### src/rtl/decode_stage_if.sv
// rtl/decode_stage_if.sv - fetch/execute handshake bundle for the RV32I decode stage
//
// Purpose : groups every non-clock, non-reset signal of decode_stage.
// Ports   : fetch side  i_flush, i_valid, o_ready, i_inst, i_pc
//           execute side o_valid, i_ready and the decoded control bundle
//           status       o_count (FIFO occupancy, output stage excluded)
// Modports: master = environment (fetch/execute), slave = decode_stage.
interface decode_stage_if #(
    parameter int DEPTH = 4,
    parameter int PC_W  = 32
);
    localparam int CW = $clog2(DEPTH + 1);

    logic            i_flush;
    logic            i_valid;
    logic            o_ready;
    logic [31:0]     i_inst;
    logic [PC_W-1:0] i_pc;

    logic            o_valid;
    logic            i_ready;
    logic [PC_W-1:0] o_pc;
    logic [4:0]      o_rs1;
    logic [4:0]      o_rs2;
    logic [4:0]      o_rd;
    logic            o_regWrite;
    logic [3:0]      o_ALUCtrl;
    logic            o_ALUSrcA;
    logic            o_ALUSrc;
    logic [1:0]      o_resultSrc;
    logic [1:0]      o_PCSrc;
    logic            o_memRead;
    logic            o_memWrite;
    logic [2:0]      o_funct3;
    logic [31:0]     o_imm;
    logic            o_illegal;
    logic [CW-1:0]   o_count;

    modport master (
        output i_flush, i_valid, i_inst, i_pc, i_ready,
        input  o_ready, o_valid, o_pc, o_rs1, o_rs2, o_rd, o_regWrite, o_ALUCtrl,
               o_ALUSrcA, o_ALUSrc, o_resultSrc, o_PCSrc, o_memRead, o_memWrite,
               o_funct3, o_imm, o_illegal, o_count
    );

    modport slave (
        input  i_flush, i_valid, i_inst, i_pc, i_ready,
        output o_ready, o_valid, o_pc, o_rs1, o_rs2, o_rd, o_regWrite, o_ALUCtrl,
               o_ALUSrcA, o_ALUSrc, o_resultSrc, o_PCSrc, o_memRead, o_memWrite,
               o_funct3, o_imm, o_illegal, o_count
    );
endinterface

### src/rtl/decode_stage.sv
// rtl/decode_stage.sv - buffered, handshaked RV32I decode stage
//
// Purpose : DEPTH-entry instruction/PC FIFO whose head is decoded and
//           registered into a valid/ready output stage.
// Ports   : i_clk, i_rst_n (async active-low)
//           bus (decode_stage_if.slave): fetch push, execute pop, flush,
//           decoded control bundle and occupancy.
module decode_stage #(
    parameter int DEPTH = 4,
    parameter int PC_W  = 32
) (
    input  logic           i_clk,
    input  logic           i_rst_n,
    decode_stage_if.slave  bus
);
    localparam int CW = $clog2(DEPTH + 1);
    localparam int AW = $clog2(DEPTH);

    localparam logic [3:0] ALU_ADD = 4'd0, ALU_SUB = 4'd1, ALU_SLL = 4'd2, ALU_SLT = 4'd3,
                           ALU_SLTU = 4'd4, ALU_XOR = 4'd5, ALU_SRL = 4'd6, ALU_SRA = 4'd7,
                           ALU_OR = 4'd8, ALU_AND = 4'd9, ALU_PASSB = 4'd10;

    typedef struct packed {
        logic [PC_W-1:0] pc;
        logic [4:0]      rs1;
        logic [4:0]      rs2;
        logic [4:0]      rd;
        logic            reg_write;
        logic [3:0]      alu_ctrl;
        logic            alu_src_a;
        logic            alu_src;
        logic [1:0]      result_src;
        logic [1:0]      pc_src;
        logic            mem_read;
        logic            mem_write;
        logic [2:0]      funct3;
        logic [31:0]     imm;
        logic            illegal;
    } bundle_t;

    logic [31:0]     inst_mem_q [DEPTH];
    logic [31:0]     inst_mem_d [DEPTH];
    logic [PC_W-1:0] pc_mem_q   [DEPTH];
    logic [PC_W-1:0] pc_mem_d   [DEPTH];
    logic [AW-1:0]   wr_ptr_q, wr_ptr_d, rd_ptr_q, rd_ptr_d;
    logic [CW-1:0]   count_q, count_d;
    logic            out_valid_q, out_valid_d;
    bundle_t         bndl_q, bndl_d, dec;

    logic            full, push, load;
    logic [31:0]     head_inst;
    logic [31:0]     imm_i, imm_s, imm_b, imm_u, imm_j;
    logic [6:0]      opcode, funct7;
    logic [2:0]      funct3;

    // Ready depends only on registered occupancy, so there is no comb path
    // from execute's i_ready back to fetch.
    assign full = (count_q == CW'(DEPTH));
    assign push = bus.i_valid && !full;
    assign load = (count_q != '0) && (!out_valid_q || bus.i_ready);

    assign head_inst = inst_mem_q[rd_ptr_q];
    assign opcode    = head_inst[6:0];
    assign funct3    = head_inst[14:12];
    assign funct7    = head_inst[31:25];
    assign imm_i = {{20{head_inst[31]}}, head_inst[31:20]};
    assign imm_s = {{20{head_inst[31]}}, head_inst[31:25], head_inst[11:7]};
    assign imm_b = {{19{head_inst[31]}}, head_inst[31], head_inst[7], head_inst[30:25],
                    head_inst[11:8], 1'b0};
    assign imm_u = {head_inst[31:12], 12'b0};
    assign imm_j = {{11{head_inst[31]}}, head_inst[31], head_inst[19:12], head_inst[20],
                    head_inst[30:21], 1'b0};

    // funct3 -> ALU op shared by OP and OP-IMM; alt selects SUB/SRA.
    function automatic logic [3:0] alu_of(input logic [2:0] f3, input logic alt);
        case (f3)
            3'b000:  alu_of = alt ? ALU_SUB : ALU_ADD;
            3'b001:  alu_of = ALU_SLL;
            3'b010:  alu_of = ALU_SLT;
            3'b011:  alu_of = ALU_SLTU;
            3'b100:  alu_of = ALU_XOR;
            3'b101:  alu_of = alt ? ALU_SRA : ALU_SRL;
            3'b110:  alu_of = ALU_OR;
            default: alu_of = ALU_AND;
        endcase
    endfunction

    always_comb begin
        dec        = '0;
        dec.pc     = pc_mem_q[rd_ptr_q];
        dec.rs1    = head_inst[19:15];
        dec.rs2    = head_inst[24:20];
        dec.rd     = head_inst[11:7];
        dec.funct3 = funct3;
        case (opcode)
            7'b0110111: begin
                dec.alu_ctrl = ALU_PASSB; dec.alu_src = 1'b1; dec.imm = imm_u; dec.reg_write = 1'b1;
            end
            7'b0010111: begin
                dec.alu_src_a = 1'b1; dec.alu_src = 1'b1; dec.imm = imm_u; dec.reg_write = 1'b1;
            end
            7'b1101111: begin
                dec.alu_src_a = 1'b1; dec.alu_src = 1'b1; dec.imm = imm_j; dec.reg_write = 1'b1;
                dec.pc_src = 2'd2; dec.result_src = 2'd2;
            end
            7'b1100111: begin
                dec.alu_src_a = 1'b1; dec.alu_src = 1'b1; dec.imm = imm_i; dec.reg_write = 1'b1;
                dec.pc_src = 2'd3; dec.result_src = 2'd2;
                dec.illegal = (funct3 != 3'b000);
            end
            7'b1100011: begin
                dec.alu_ctrl = ALU_SUB; dec.imm = imm_b; dec.pc_src = 2'd1;
                dec.illegal = (funct3 == 3'b010) || (funct3 == 3'b011);
            end
            7'b0000011: begin
                dec.alu_src = 1'b1; dec.imm = imm_i; dec.reg_write = 1'b1;
                dec.mem_read = 1'b1; dec.result_src = 2'd1;
                dec.illegal = (funct3 == 3'b011) || (funct3 == 3'b110) || (funct3 == 3'b111);
            end
            7'b0100011: begin
                dec.alu_src = 1'b1; dec.imm = imm_s; dec.mem_write = 1'b1;
                dec.illegal = (funct3 > 3'b010);
            end
            7'b0010011: begin
                dec.alu_src = 1'b1; dec.imm = imm_i; dec.reg_write = 1'b1;
                dec.alu_ctrl = alu_of(funct3, 1'b0);
                if (funct3 == 3'b001) begin
                    dec.illegal = (funct7 != 7'b0000000);
                end else if (funct3 == 3'b101) begin
                    dec.alu_ctrl = alu_of(funct3, funct7[5]);
                    dec.illegal  = (funct7 != 7'b0000000) && (funct7 != 7'b0100000);
                end
            end
            7'b0110011: begin
                dec.reg_write = 1'b1;
                dec.alu_ctrl  = alu_of(funct3, funct7[5]);
                if (funct7 == 7'b0100000) begin
                    dec.illegal = (funct3 != 3'b000) && (funct3 != 3'b101);
                end else begin
                    dec.illegal = (funct7 != 7'b0000000);
                end
            end
            7'b0001111, 7'b1110011: ;   // FENCE/SYSTEM retire as no-ops
            default: dec.illegal = 1'b1;
        endcase
        if (dec.illegal) begin
            dec.reg_write = 1'b0;
            dec.mem_read  = 1'b0;
            dec.mem_write = 1'b0;
            dec.pc_src    = 2'd0;
        end
        if (dec.rd == 5'd0) begin
            dec.reg_write = 1'b0;
        end
    end

    always_comb begin
        inst_mem_d  = inst_mem_q;
        pc_mem_d    = pc_mem_q;
        wr_ptr_d    = wr_ptr_q;
        rd_ptr_d    = rd_ptr_q;
        count_d     = count_q;
        out_valid_d = out_valid_q;
        bndl_d      = bndl_q;
        if (bus.i_flush) begin
            wr_ptr_d    = '0;
            rd_ptr_d    = '0;
            count_d     = '0;
            out_valid_d = 1'b0;
        end else begin
            if (push) begin
                inst_mem_d[wr_ptr_q] = bus.i_inst;
                pc_mem_d[wr_ptr_q]   = bus.i_pc;
                wr_ptr_d             = wr_ptr_q + AW'(1);
            end
            if (load) begin
                bndl_d      = dec;
                rd_ptr_d    = rd_ptr_q + AW'(1);
                out_valid_d = 1'b1;
            end else if (bus.i_ready) begin
                out_valid_d = 1'b0;   // consumed with nothing behind it
            end
            count_d = count_q + CW'(push) - CW'(load);
        end
    end

    always_ff @(posedge i_clk or negedge i_rst_n) begin
        if (!i_rst_n) begin
            for (int i = 0; i < DEPTH; i++) begin
                inst_mem_q[i] <= '0;
                pc_mem_q[i]   <= '0;
            end
            wr_ptr_q    <= '0;
            rd_ptr_q    <= '0;
            count_q     <= '0;
            out_valid_q <= 1'b0;
            bndl_q      <= '0;
        end else begin
            inst_mem_q  <= inst_mem_d;
            pc_mem_q    <= pc_mem_d;
            wr_ptr_q    <= wr_ptr_d;
            rd_ptr_q    <= rd_ptr_d;
            count_q     <= count_d;
            out_valid_q <= out_valid_d;
            bndl_q      <= bndl_d;
        end
    end

    assign bus.o_ready     = !full;
    assign bus.o_count     = count_q;
    assign bus.o_valid     = out_valid_q;
    assign bus.o_pc        = bndl_q.pc;
    assign bus.o_rs1       = bndl_q.rs1;
    assign bus.o_rs2       = bndl_q.rs2;
    assign bus.o_rd        = bndl_q.rd;
    assign bus.o_regWrite  = bndl_q.reg_write;
    assign bus.o_ALUCtrl   = bndl_q.alu_ctrl;
    assign bus.o_ALUSrcA   = bndl_q.alu_src_a;
    assign bus.o_ALUSrc    = bndl_q.alu_src;
    assign bus.o_resultSrc = bndl_q.result_src;
    assign bus.o_PCSrc     = bndl_q.pc_src;
    assign bus.o_memRead   = bndl_q.mem_read;
    assign bus.o_memWrite  = bndl_q.mem_write;
    assign bus.o_funct3    = bndl_q.funct3;
    assign bus.o_imm       = bndl_q.imm;
    assign bus.o_illegal   = bndl_q.illegal;
endmodule
### src/flat_wrapper.sv
// flat-port wrapper written by rule: the top's interface ports become plain ports
module decode_stage_flat 
#(
    parameter int DEPTH = 4,
    parameter int PC_W  = 32
)
  (i_clk, i_rst_n, bus_i_flush, bus_i_valid, bus_i_inst, bus_i_pc, bus_i_ready, bus_o_ready, bus_o_valid, bus_o_pc, bus_o_rs1, bus_o_rs2, bus_o_rd, bus_o_regWrite, bus_o_ALUCtrl, bus_o_ALUSrcA, bus_o_ALUSrc, bus_o_resultSrc, bus_o_PCSrc, bus_o_memRead, bus_o_memWrite, bus_o_funct3, bus_o_imm, bus_o_illegal, bus_o_count);
  decode_stage_if #(.DEPTH(DEPTH), .PC_W(PC_W)) bus_i ();
  input  logic i_clk;
  input  logic i_rst_n;
  input wire logic [$bits(bus_i.i_flush)-1:0] bus_i_flush;
  input wire logic [$bits(bus_i.i_valid)-1:0] bus_i_valid;
  input wire logic [$bits(bus_i.i_inst)-1:0] bus_i_inst;
  input wire logic [$bits(bus_i.i_pc)-1:0] bus_i_pc;
  input wire logic [$bits(bus_i.i_ready)-1:0] bus_i_ready;
  output wire logic [$bits(bus_i.o_ready)-1:0] bus_o_ready;
  output wire logic [$bits(bus_i.o_valid)-1:0] bus_o_valid;
  output wire logic [$bits(bus_i.o_pc)-1:0] bus_o_pc;
  output wire logic [$bits(bus_i.o_rs1)-1:0] bus_o_rs1;
  output wire logic [$bits(bus_i.o_rs2)-1:0] bus_o_rs2;
  output wire logic [$bits(bus_i.o_rd)-1:0] bus_o_rd;
  output wire logic [$bits(bus_i.o_regWrite)-1:0] bus_o_regWrite;
  output wire logic [$bits(bus_i.o_ALUCtrl)-1:0] bus_o_ALUCtrl;
  output wire logic [$bits(bus_i.o_ALUSrcA)-1:0] bus_o_ALUSrcA;
  output wire logic [$bits(bus_i.o_ALUSrc)-1:0] bus_o_ALUSrc;
  output wire logic [$bits(bus_i.o_resultSrc)-1:0] bus_o_resultSrc;
  output wire logic [$bits(bus_i.o_PCSrc)-1:0] bus_o_PCSrc;
  output wire logic [$bits(bus_i.o_memRead)-1:0] bus_o_memRead;
  output wire logic [$bits(bus_i.o_memWrite)-1:0] bus_o_memWrite;
  output wire logic [$bits(bus_i.o_funct3)-1:0] bus_o_funct3;
  output wire logic [$bits(bus_i.o_imm)-1:0] bus_o_imm;
  output wire logic [$bits(bus_i.o_illegal)-1:0] bus_o_illegal;
  output wire logic [$bits(bus_i.o_count)-1:0] bus_o_count;
  assign bus_i.i_flush = bus_i_flush;
  assign bus_i.i_valid = bus_i_valid;
  assign bus_i.i_inst = bus_i_inst;
  assign bus_i.i_pc = bus_i_pc;
  assign bus_i.i_ready = bus_i_ready;
  assign bus_o_ready = bus_i.o_ready;
  assign bus_o_valid = bus_i.o_valid;
  assign bus_o_pc = bus_i.o_pc;
  assign bus_o_rs1 = bus_i.o_rs1;
  assign bus_o_rs2 = bus_i.o_rs2;
  assign bus_o_rd = bus_i.o_rd;
  assign bus_o_regWrite = bus_i.o_regWrite;
  assign bus_o_ALUCtrl = bus_i.o_ALUCtrl;
  assign bus_o_ALUSrcA = bus_i.o_ALUSrcA;
  assign bus_o_ALUSrc = bus_i.o_ALUSrc;
  assign bus_o_resultSrc = bus_i.o_resultSrc;
  assign bus_o_PCSrc = bus_i.o_PCSrc;
  assign bus_o_memRead = bus_i.o_memRead;
  assign bus_o_memWrite = bus_i.o_memWrite;
  assign bus_o_funct3 = bus_i.o_funct3;
  assign bus_o_imm = bus_i.o_imm;
  assign bus_o_illegal = bus_i.o_illegal;
  assign bus_o_count = bus_i.o_count;
  decode_stage #(.DEPTH(DEPTH), .PC_W(PC_W)) u_core (.i_clk(i_clk), .i_rst_n(i_rst_n), .bus(bus_i));
endmodule
### config.mk
export PLATFORM = sky130hd
export DESIGN_NAME = decode_stage_flat
export DESIGN_NICKNAME = d
export VERILOG_FILES = /design/src/rtl/decode_stage_if.sv /design/src/rtl/decode_stage.sv /design/src/flat_wrapper.sv
export SDC_FILE = /design/constraint.sdc
export NUM_CORES = 1
export LEC_CHECK = 0
export ABC_AREA = 1
export ABC_CLOCK_PERIOD_IN_PS = 2800
export BUFFER_PORTS_ARGS = -buffer_cell sky130_fd_sc_hd__buf_2
export CORE_ASPECT_RATIO = 0.7
export CORE_UTILIZATION = 45
export CTS_BUF_LIST = sky130_fd_sc_hd__clkbuf_4
export CTS_CLUSTER_SIZE = 16
export DETAILED_ROUTE_END_ITERATION = 16
export MAX_ROUTING_LAYER = met4
export PLACE_DENSITY = 0.67
export SETUP_SLACK_MARGIN = 0.02
export SYNTH_ARGS = -nofsm -noshare
export SYNTH_HDL_FRONTEND = slang
export SYNTH_SLANG_ARGS = --single-unit
### constraint.sdc
create_clock -name i_clk -period 2.8 [get_ports i_clk]
set_input_delay 0.28 -clock i_clk [delete_from_list [all_inputs] [get_ports i_clk]]
set_output_delay 0.28 -clock i_clk [all_outputs]
set_load 0.01 [all_outputs]
==> out/metrics.yaml <==
cts:
  clockRootBuffer: "clkbuf_4"
  clk_latency_ns: 0.78
  post_cts_resized: 0
  cts_tree: "built"
  post_cts_buffers: 0
  clkSinkCount: 360
  cts_htree_levels: 3
  path_clk_slew_ns: 0.07
  hold_buffers: 68
  clock_path_buffers: 3
  numCtsBuffers: 90
pwr:
  power_frac_seq_pct: 40.8
  p_sw_uw: 8136
  switching_share_pct: 39.09
  irDropWorstVdd_mv: 0.4864
  pwr-share-comb_pct: 39.7
  internal_power_uw: 12680
  power.share.clock_pct: 19.5
  p_per_area_nw_per_um2: 1076
  power.total_uw: 20810
  p_leak_uw: 0.009299
synthesis:
  ys_ff_latch: 360
  yosysSeqAreaShare_pct: 55.24
  synth_ff_type: "dfrtp_1"
  synth_nets: 1714
  synth_edf_count: 0
  async_reset_ff_share_pct: 100.0
  yosys_warnings: 0
  synthCells: 1638
  avgSynthCellArea_um2: 9.955
  netlist_area_um2: 16310
  synthDistinctLibCells: 45
die:
  initial_core_util_pct: 46.38
  rows: 57
  die_area_um2: 37020
  fp.dieW_um: 229.5
  io_pins: 170
  core-area_um2: 35160
  die_h_um: 161.3
worst_setup_path:
  cpMostUsedCell: "nand2_1"
  cp-end-kind: "register"
  critPathMaxStageDelay_ns: 0.45
  cp.required_ns: 3.43
  cpMaxStageDelayCell: "dfrtp_4"
  path_cells: "buf_12 > nand2_1 > nand2_1 > nand2_1 > nand2_1 > nand2_2 > nor2_4 > nand2_1 > nand2_1 > nor2_4 > nand2_4 > nand3_2 > o311ai_1"
  critPathMaxFanout: 108
  crit_arrival_ns: 3.03
  start_kind: "register"
  path_class: "reg -> reg"
final_layout:
  fin_nets: 1976
  syn_to_final_growth_pct: 18.58
  layout-drive-gt1-share_pct: 28.96
  final_common_cell: "dfrtp_1"
  layout_common_cells: "dfrtp_1 (358), nand2_1 (326), o21ai_0 (199), mux2_2 (171), buf_2 (168)"
  fin_area_um2: 19340
placed_design:
  post_dp_cell_area_um2: 17630
  hpwl_um: 25730
  place.gp.congestion: 0.8939
  io_buffers: 169
drt:
  wl_per_cell_um: 16.83
  via_per_inst: 5.227
  routed_wl_um: 40890
  via_count: 12700
  first_pass_iters: 7
  drtIter0Drc: 984
  ant_nets: 0
  drc_errors: 0
global_route:
  met1_usage_pct: 33.37
  grt_pass1_wl_um: 67630
  grt-ovfl-total: 0
  grt_usage_pct: 23.63
  grt_pass1_vias: 12820
  met2_usage_pct: 33.80
  grt_max_degree: 109
  antenna_found_initial: 6
  busiest_layer: "met2"
  use_met3_pct: 4.926
sta:
  hold_viol: 0
  worst-slew-pin-transition_ns: 0.7677
  rsz0062_at_grt: "false"
  slew_violations: 0
  finalSetupViolCount: 0
  period_share_pct: 85.56
  fin_crit_ns: 2.396
  fmax_ghz: 0.4174
  max_slew_margin_pct: 48.82
  fin_setup_tns_ns: 0
  finClkSkew_ns: 0.06300
flow_run:
  maxCapViolCount: 0
outcome:
  outcome: "completed"
worst_hold_path:
  min_path_type: "in -> async"
-- synthesized netlist by cell type, drive strengths merged, types with 6 or more instances --
cell type	instances	share of area, %
a21oi	86	2.7
buf	62	2.3
clkbuf	36	0.83
dfrtp	360	55
ha	6	0.46
inv	128	3.0
mux2	171	12
nand2	344	8.3
nand3	91	3.2
nor2	63	1.8
o21a	32	1.5
o21ai	208	6.4
o22ai	14	0.54
-- cells by family (layout without fill, tap and decap cells) --
logic type | after synthesis | count (layout) | share of synthesized area (%)
multiplexers | 171 | 171 | 11.81
AO/OA/AOI/OAI | 369 | 369 | 12.65
adder cells (fa/ha/maj) | 7 | 7 | 0.5831
buffers and inverters | 227 | 540 | 6.138
AND/OR/NAND/NOR | 504 | 504 | 13.57
flip-flops | 360 | 360 | 55.24
other | 0 | 6 | 0
-- per-stage QoR --
step | hold slack [ns] | cells | setup WS (ns) | utilization, %
6_report | 0.1562 | 2429 | 0.4044 | 54.99
5_1_grt | 0.1534 | 2429 | 0.1840 | 54.99
4_1_cts | 0.1079 | 2423 | 0.4301 | 54.95
3_5_place_dp | 0.3844 | 2212 | 0.4251 | 50.15
3_3_place_gp | 0.3769 | 2212 | 0.4983 | 50.15
2_1_floorplan | -0.01559 | 1638 | 0.7949 | -
-- final timing paths --
kind                                startpoint               endpoint  slack, ns  depth (start not counted)
hold / removal                         i_rst_n  u_core.bus.o_memWrite       0.16                          2
max in group asynchronous              i_rst_n     u_core.bus.o_rd[1]       1.76                          3
setup / recovery            u_core.rd_ptr_q[0]   u_core.bus.o_imm[21]       0.40                         13
setup reg to reg            u_core.rd_ptr_q[0]   u_core.bus.o_imm[21]       0.40                         13
hold reg to reg            u_core.bus.o_rs1[0]    u_core.bus.o_rs1[0]       0.47                          2
min in group i_clk              bus_i_inst[19]  u_core.inst_mem_q[19]       0.32                          3
-- registers in the layout (all words and copies together), names as in the netlist, 4 cells and up --
signal                count
u_core.bus.o_rs2          5
u_core.bus.o_rd           5
u_core.pc_mem_q         128
u_core.bus.o_pc          32
u_core.bus.o_imm         32
u_core.bus.o_ALUCtrl      4
u_core.inst_mem_q       128
u_core.bus.o_rs1          5
-- critical path, delay by kind of cell (launching register included) --
| kind | cells | cell delay (ns) |
|---|---|---|
| AND/OR/NAND/NOR | 11 | 1.26 |
| buffers and inverters | 1 | 0.41 |
| flip-flops | 1 | 0.45 |
| AO/OA/AOI/OAI | 1 | 0.15 |
-- area by class of cell --
type	count	area (um^2)
Timing Repair Buffer	268	1894
Clock buffer	125	938.4
Clock inverter	18	70.07
Antenna cell	6	15.01
Sequential cell	360	9014
Fill cell	3172	15820
Tap cell	472	590.6
Inverter	129	489.2
Multi-Input combinational cell	1051	6325
-- routing by layer --
layer,vias up,share of wire (%)
met4,0,1.6
met3,57,5.4
met1,6259,49
met5,-,0
li1,6043,-
met2,337,44
-- power by group through the flow --
stage	Sequential [uW]	Clock (uW)	Combinational [uW]
global placement	8500	0	7980
global route	8750	4490	9240
floorplan	8570	0	5590
CTS	8480	4200	8300
finish	8490	4060	8270
detailed placement	8570	0	8190
(Power assumes the default switching activity.)
